`config.mk`:
```
export PLATFORM = sky130hd
export DESIGN_NAME = tug_referee
export DESIGN_NICKNAME = d
export VERILOG_FILES = /design/src/rtl/tug_pkg.sv /design/src/rtl/tug_timer.sv /design/src/rtl/tug_referee.sv
export SDC_FILE = /design/constraint.sdc
export NUM_CORES = 1
export LEC_CHECK = 0
export CORE_ASPECT_RATIO = 1.4
export CORE_MARGIN = 8
export CORE_UTILIZATION = 28
export DETAILED_ROUTE_END_ITERATION = 8
export DONT_BUFFER_PORTS = 1
export SLEW_MARGIN = 20
export SYNTH_ARGS = -nofsm -noshare
export SYNTH_HDL_FRONTEND = slang
export SYNTH_SLANG_ARGS = --single-unit
```
`constraint.sdc`:
```
create_clock -name Clock -period 5.5 [get_ports Clock]
set_input_delay 0.825 -clock Clock [delete_from_list [all_inputs] [get_ports Clock]]
set_output_delay 0.825 -clock Clock [all_outputs]
set_load 0.01 [all_outputs]
```
`src/rtl/tug_pkg.sv`:
```
// Shared types and helpers for the tug-of-war referee: round states, winner
// encoding and the half-bar light pattern shown while a round win is displayed.
package tug_pkg;

   typedef enum logic [2:0] {
      StIdle,
      StCountdown,
      StPlay,
      StWin,
      StOver
   } state_e;

   localparam logic [1:0] WIN_NONE  = 2'b00;
   localparam logic [1:0] WIN_LEFT  = 2'b01;
   localparam logic [1:0] WIN_RIGHT = 2'b10;

   // Widest rope the helper can describe; callers cast down to their own width.
   localparam int unsigned MaxLights = 64;

   // Lights C..n-1 for a left win, 0..C for a right win, nothing otherwise.
   function automatic logic [MaxLights-1:0] half_mask(input int unsigned n,
                                                      input logic [1:0]  w);
      logic [MaxLights-1:0] m;
      logic [MaxLights-1:0] bit0;
      int unsigned          c;
      m    = '0;
      bit0 = {{(MaxLights-1){1'b0}}, 1'b1};
      c    = (n - 1) / 2;
      for (int unsigned i = 0; i < MaxLights; i++) begin
         if (i < n) begin
            if ((w == WIN_LEFT) && (i >= c)) m = m | (bit0 << i);
            if ((w == WIN_RIGHT) && (i <= c)) m = m | (bit0 << i);
         end
      end
      return m;
   endfunction

endpackage

```
`src/rtl/tug_timer.sv`:
```
// Loadable down-counter shared by the countdown and win-hold phases.
// done_o flags the last cycle of a loaded interval; the count rests at 0.
module tug_timer #(
   parameter int unsigned Width = 8
) (
   input  logic             clk_i,
   input  logic             rst_ni,
   input  logic             load_i,
   input  logic [Width-1:0] load_val_i,
   output logic             done_o
);

   localparam logic [Width-1:0] One = {{(Width-1){1'b0}}, 1'b1};

   logic [Width-1:0] count_q, count_d;

   // Load wins over decrement; decrement stops at zero so the count never wraps.
   always_comb begin
      count_d = count_q;
      if (load_i) begin
         count_d = load_val_i;
      end else if (count_q != '0) begin
         count_d = count_q - 1'b1;
      end
   end

   // Count register.
   always_ff @(posedge clk_i or negedge rst_ni) begin
      if (!rst_ni) count_q <= '0;
      else         count_q <= count_d;
   end

   assign done_o = (count_q == One);

endmodule

```
`src/rtl/tug_referee.sv`:
```
// Tug-of-war referee: sequences rounds, moves the rope on press pulses and
// keeps scores. Optional macro FALSE_START_EN turns a lone press during the
// countdown into a round awarded to the opponent.
module tug_referee
   import tug_pkg::*;
#(
   parameter int unsigned NUM_LIGHTS   = 9,
   parameter int unsigned COUNT_CYCLES = 50000000,
   parameter int unsigned WIN_HOLD     = 100000000,
   parameter int unsigned SCORE_W      = 3
) (
   input  logic                  Clock,
   input  logic                  Reset_n,
   input  logic                  start,
   input  logic                  left_press,
   input  logic                  right_press,
   output logic [NUM_LIGHTS-1:0] lights,
   output logic [1:0]            winner,
   output logic [SCORE_W-1:0]    left_score,
   output logic [SCORE_W-1:0]    right_score,
   output logic                  busy
);

   localparam int unsigned Centre   = (NUM_LIGHTS - 1) / 2;
   localparam int unsigned PosW     = $clog2(NUM_LIGHTS);
   localparam int unsigned TimerMax = (COUNT_CYCLES > WIN_HOLD) ? COUNT_CYCLES : WIN_HOLD;
   localparam int unsigned TimerW   = $clog2(TimerMax + 1);

   localparam logic [PosW-1:0]       PosC      = PosW'(Centre);
   localparam logic [PosW-1:0]       PosTop    = PosW'(NUM_LIGHTS - 1);
   localparam logic [TimerW-1:0]     LoadCount = TimerW'(COUNT_CYCLES);
   localparam logic [TimerW-1:0]     LoadWin   = TimerW'(WIN_HOLD);
   localparam logic [SCORE_W-1:0]    ScoreMax  = '1;
   localparam logic [NUM_LIGHTS-1:0] OneLight  = {{(NUM_LIGHTS-1){1'b0}}, 1'b1};

   state_e                  state_q, state_d;
   logic [PosW-1:0]         pos_q, pos_d;
   logic [1:0]              winner_q, winner_d;
   logic [SCORE_W-1:0]      lscore_q, lscore_d;
   logic [SCORE_W-1:0]      rscore_q, rscore_d;
   logic [NUM_LIGHTS-1:0]   lights_q, lights_d;
   logic                    busy_q, busy_d;

   logic                    tmr_load;
   logic [TimerW-1:0]       tmr_val;
   logic                    tmr_done;
   logic                    award_left, award_right;

   tug_timer #(
      .Width (TimerW)
   ) u_timer (
      .clk_i      (Clock),
      .rst_ni     (Reset_n),
      .load_i     (tmr_load),
      .load_val_i (tmr_val),
      .done_o     (tmr_done)
   );

   // Round sequencing, rope movement and scoring.
   always_comb begin
      state_d     = state_q;
      pos_d       = pos_q;
      winner_d    = winner_q;
      lscore_d    = lscore_q;
      rscore_d    = rscore_q;
      tmr_load    = 1'b0;
      tmr_val     = LoadCount;
      award_left  = 1'b0;
      award_right = 1'b0;

      unique case (state_q)
         StIdle, StOver: begin
            if (start) begin
               lscore_d = '0;
               rscore_d = '0;
               pos_d    = PosC;
               winner_d = WIN_NONE;
               tmr_load = 1'b1;
               state_d  = StCountdown;
            end
         end
         StCountdown: begin
`ifdef FALSE_START_EN
            // A lone press hands the round to the other player; a tie cancels.
            if (left_press && !right_press) begin
               award_right = 1'b1;
            end else if (right_press && !left_press) begin
               award_left = 1'b1;
            end else if (tmr_done) begin
               state_d = StPlay;
            end
`else
            if (tmr_done) state_d = StPlay;
`endif
         end
         StPlay: begin
            // Winning needs a press while already parked on the player's edge.
            if (left_press && !right_press) begin
               if (pos_q == PosTop) award_left = 1'b1;
               else                 pos_d = pos_q + 1'b1;
            end else if (right_press && !left_press) begin
               if (pos_q == '0) award_right = 1'b1;
               else             pos_d = pos_q - 1'b1;
            end
         end
         StWin: begin
            if (tmr_done) begin
               if ((lscore_q == ScoreMax) || (rscore_q == ScoreMax)) begin
                  state_d = StOver;
               end else begin
                  winner_d = WIN_NONE;
                  pos_d    = PosC;
                  tmr_load = 1'b1;
                  state_d  = StCountdown;
               end
            end
         end
         default: state_d = StIdle;
      endcase

      if (award_left) begin
         if (lscore_q != ScoreMax) lscore_d = lscore_q + 1'b1;
         winner_d = WIN_LEFT;
         tmr_load = 1'b1;
         tmr_val  = LoadWin;
         state_d  = StWin;
      end else if (award_right) begin
         if (rscore_q != ScoreMax) rscore_d = rscore_q + 1'b1;
         winner_d = WIN_RIGHT;
         tmr_load = 1'b1;
         tmr_val  = LoadWin;
         state_d  = StWin;
      end
   end

   // Output decode from next state so the display registers track the state.
   always_comb begin
      lights_d = '0;
      busy_d   = (state_d == StCountdown) || (state_d == StPlay) || (state_d == StWin);
      unique case (state_d)
         StCountdown:  lights_d = OneLight << Centre;
         StPlay:       lights_d = OneLight << pos_d;
         StWin, StOver: lights_d = NUM_LIGHTS'(half_mask(NUM_LIGHTS, winner_d));
         default:      lights_d = '0;
      endcase
   end

   // State and registered outputs.
   always_ff @(posedge Clock or negedge Reset_n) begin
      if (!Reset_n) begin
         state_q  <= StIdle;
         pos_q    <= PosC;
         winner_q <= WIN_NONE;
         lscore_q <= '0;
         rscore_q <= '0;
         lights_q <= '0;
         busy_q   <= 1'b0;
      end else begin
         state_q  <= state_d;
         pos_q    <= pos_d;
         winner_q <= winner_d;
         lscore_q <= lscore_d;
         rscore_q <= rscore_d;
         lights_q <= lights_d;
         busy_q   <= busy_d;
      end
   end

   assign lights      = lights_q;
   assign winner      = winner_q;
   assign left_score  = lscore_q;
   assign right_score = rscore_q;
   assign busy        = busy_q;

endmodule

```
==> impl_metrics.py <==
metrics = {
    "clock_network": {
        "cts_setup_buffers": 0,
        "clock_path_buffers": 2,
        "clk_latency_ns": 0.29,
        "cts_inserted_buffers": 5,
        "ctsHoldBuffers": 0,
        "cts.reportedPaths.clkPinSlew_ns": 0.06,
        "cts-root-buf": "clkbuf_16",
        "ctsResizeCount": 0,
        "htree_levels": 2,
        "cts_sinks": 52,
        "cts_tree": "yes",
    },
    "setup_path": {
        "crit_buf_inv": 0,
        "cp_slowest_stage_delay_ns": 0.50,
        "required_ns": 5.67,
        "crit_arrival_ns": 3.16,
        "critPathKind": "reg -> reg",
        "crit_path_max_fanout": 9,
        "start_kind": "flip-flop",
        "crit_family": "simple AND/OR/NAND/NOR gates",
        "cp_common_cell": "nor4_1",
        "crit_path_cell_trace": "nor4_1 -> nand4_1 -> nor4_1 -> nor2_1 -> a21boi_0 -> o21ai_0 -> ha_1 -> nand2_1 -> o21ai_1",
        "cp_slowest_cell": "nor4_1",
        "critPathCaptureType": "flip-flop",
    },
    "die": {
        "die_width_microns": 103,
        "dieArea_sq_mm": 0.0143,
        "coreArea_sq_mm": 0.0104,
        "die_y_microns": 138,
        "ios": 23,
        "rows": 44,
        "start_util": 0.288,
    },
    "synth": {
        "synth-edff-count": 0,
        "synth_top_flop_cell": "dfrtp_1",
        "synth_area_per_cell_sq_um": 9.31,
        "syn_nets": 338,
        "ys_ff_latch": 52,
        "ys_seq_area_frac": 0.434,
        "postSynthCellCount": 322,
        "synth_cell_type_count": 59,
        "synthArstFlopShare": 1.00,
        "syn-cell-area_sq_mm": 0.00300,
        "yosys_warnings": 0,
    },
    "cells_and_area": {
        "antenna_cells": 0,
        "final_core_util": 0.320,
        "layout_common_cells": "51 x dfrtp_1, 31 x nand2_1, 29 x nor2_1",
        "layout_commonest_cell": "dfrtp_1",
        "syn_to_final_growth_pct": 10.9,
        "drive_gt1_frac": 0.0774,
        "nFillCells": 1067,
        "nets": 338,
    },
    "drt": {
        "vias_per_cell": 5.26,
        "vias": 2425,
        "drt_iter0_markers": 113,
        "drt_pass1_iterations": 4,
        "drc": 0,
        "antenna_left": 0,
        "routed_wl_mm": 7.31,
        "routedWlPerCell_microns": 15.9,
    },
    "timing": {
        "period_share": 0.544,
        "max_freq_ghz": 0.334,
        "timing_max_transition_violations_final": 0,
        "setup_viol": 0,
        "fin_skew_ns": 0.00467,
        "worst_pin_slew_ns": 0.867,
        "rsz0062_at_grt": "false",
        "fin_crit_ns": 2.99,
        "setup_ws_ns": 2.51,
        "hold_violations": 0,
        "hold_ws_ns": 0.224,
        "slew_headroom": 0.417,
        "fin_tns_setup_ns": 0,
    },
    "run": {
        "drv_cap": 0,
    },
    "grt": {
        "grt_pass1_wl_mm": 12.1,
        "antenna_found_initial": 0,
        "track_usage": 0.106,
        "grt_overflow": 0,
        "grt_max_degree": 53,
        "grt_pass1_vias": 2418,
    },
    "run_status": {
        "status": "finished, final reports clean",
    },
    "placement": {
        "place_ws_ns": 2.62,
        "port_buffers": 0,
        "dpl.hpwl_mm": 5.58,
        "gp_congestion": 0.819,
    },
    "pwr": {
        "peakVddDrop_v": 0.000136,
        "cellLeakagePower_uw": 0.00130,
        "total_power_uw": 1120,
        "powerDensity_mw_per_mm2": 337,
    },
    "worst_hold_path": {
        "hp-class": "in -> async",
    },
}
-- routing by layer --
layer / global-route usage / up-vias / share of wire
met3: 0.0251 / 17 / 0.039
met1: 0.115 / 1177 / 0.40
met5: 0 / - / 0
met4: 0.0406 / 0 / 0.023
li1: - / 1177 / -
met2: 0.189 / 54 / 0.54
-- synth_stat cells, types with 2 or more instances --
cell type / n / area share
mux2i_1: 2 / 0.0067
or3_4: 2 / 0.0075
nand2_1: 31 / 0.039
xor2_1: 8 / 0.023
a31oi_1: 2 / 0.0042
nor2b_1: 5 / 0.010
or3_1: 5 / 0.010
nand3_1: 16 / 0.027
nand2b_1: 8 / 0.017
a21oi_1: 10 / 0.017
xnor2_1: 12 / 0.035
o21ai_1: 7 / 0.012
o31ai_1: 2 / 0.0050
nand4_1: 6 / 0.013
o21ai_0: 18 / 0.030
a21boi_0: 2 / 0.0050
o21a_1: 2 / 0.0050
clkbuf_1: 6 / 0.0075
a21o_1: 3 / 0.0075
dfrtp_1: 51 / 0.43
inv_1: 13 / 0.016
ha_1: 11 / 0.046
or4_4: 2 / 0.0075
nor4_1: 13 / 0.027
nand3b_1: 5 / 0.013
or4_1: 4 / 0.010
nor3_1: 11 / 0.018
nor3b_1: 3 / 0.0075
a211o_1: 2 / 0.0058
mux2_2: 2 / 0.0075
nor2_1: 29 / 0.036
o211ai_1: 2 / 0.0050
-- sequential cells by signal (all words and copies together) (netlist names) --
| register | count |
|---|---|
| busy | 1 |
| u_timer.count_q | 27 |
| pos_q | 4 |
| winner | 2 |
| right_score | 3 |
| left_score | 3 |
| state_q | 3 |
| lights | 9 |
-- kinds of logic (layout without fill, tap and decap cells) --
group | after synthesis | in the layout | share of synthesized area
buffers and inverters | 20 | 21 | 0.0254
flip-flops | 52 | 52 | 0.434
XOR/XNOR | 20 | 20 | 0.0584
AND/OR/NAND/NOR | 152 | 152 | 0.279
AO/OA/AOI/OAI | 63 | 63 | 0.143
adder cells (fa/ha/maj) | 11 | 11 | 0.0459
multiplexers | 4 | 4 | 0.0142
-- final cells by class --
cell class,instances,area (sq um),share of cell area
multi-input combinational,250,1620,0.487
sequential,52,1300,0.392
tap,138,173,0.0519
clock buffer,7,153,0.0459
inverter,13,48.8,0.0147
clock inverter,1,30.0,0.00903
-- power breakdown --
group | switching (uW) | internal [uW] | leakage (uW)
registers | 70.5 | 435 | 0.000631
clock network | 132 | 239 | 0.0000901
logic | 142 | 104 | 0.000577
total | 344 | 778 | 0.00130
-- stage by stage --
stage,area (sq um),instances
2_1_floorplan,3000,322
5_1_grt,3330,461
3_3_place_gp,3140,453
6_report,3330,461
4_1_cts,3330,461
3_5_place_dp,3140,453
-- path summary, 6_finish.rpt --
| check | startpoint | to | slack (ns) | cells after the start |
|---|---|---|---|---|
| worst min register to register | u_timer.count_q[21] | u_timer.count_q[21] | 0.53 | 2 |
| worst min-delay path | Reset_n | lights[4] | 0.22 | 0 |
| worst max register to register | u_timer.count_q[22] | lights[2] | 2.51 | 9 |
| min in group Clock | u_timer.count_q[21] | u_timer.count_q[21] | 0.53 | 2 |
| max in group asynchronous | Reset_n | pos_q[2] | 5.09 | 0 |
| worst max-delay path | u_timer.count_q[22] | lights[2] | 2.51 | 9 |
(Power assumes the default switching activity.)
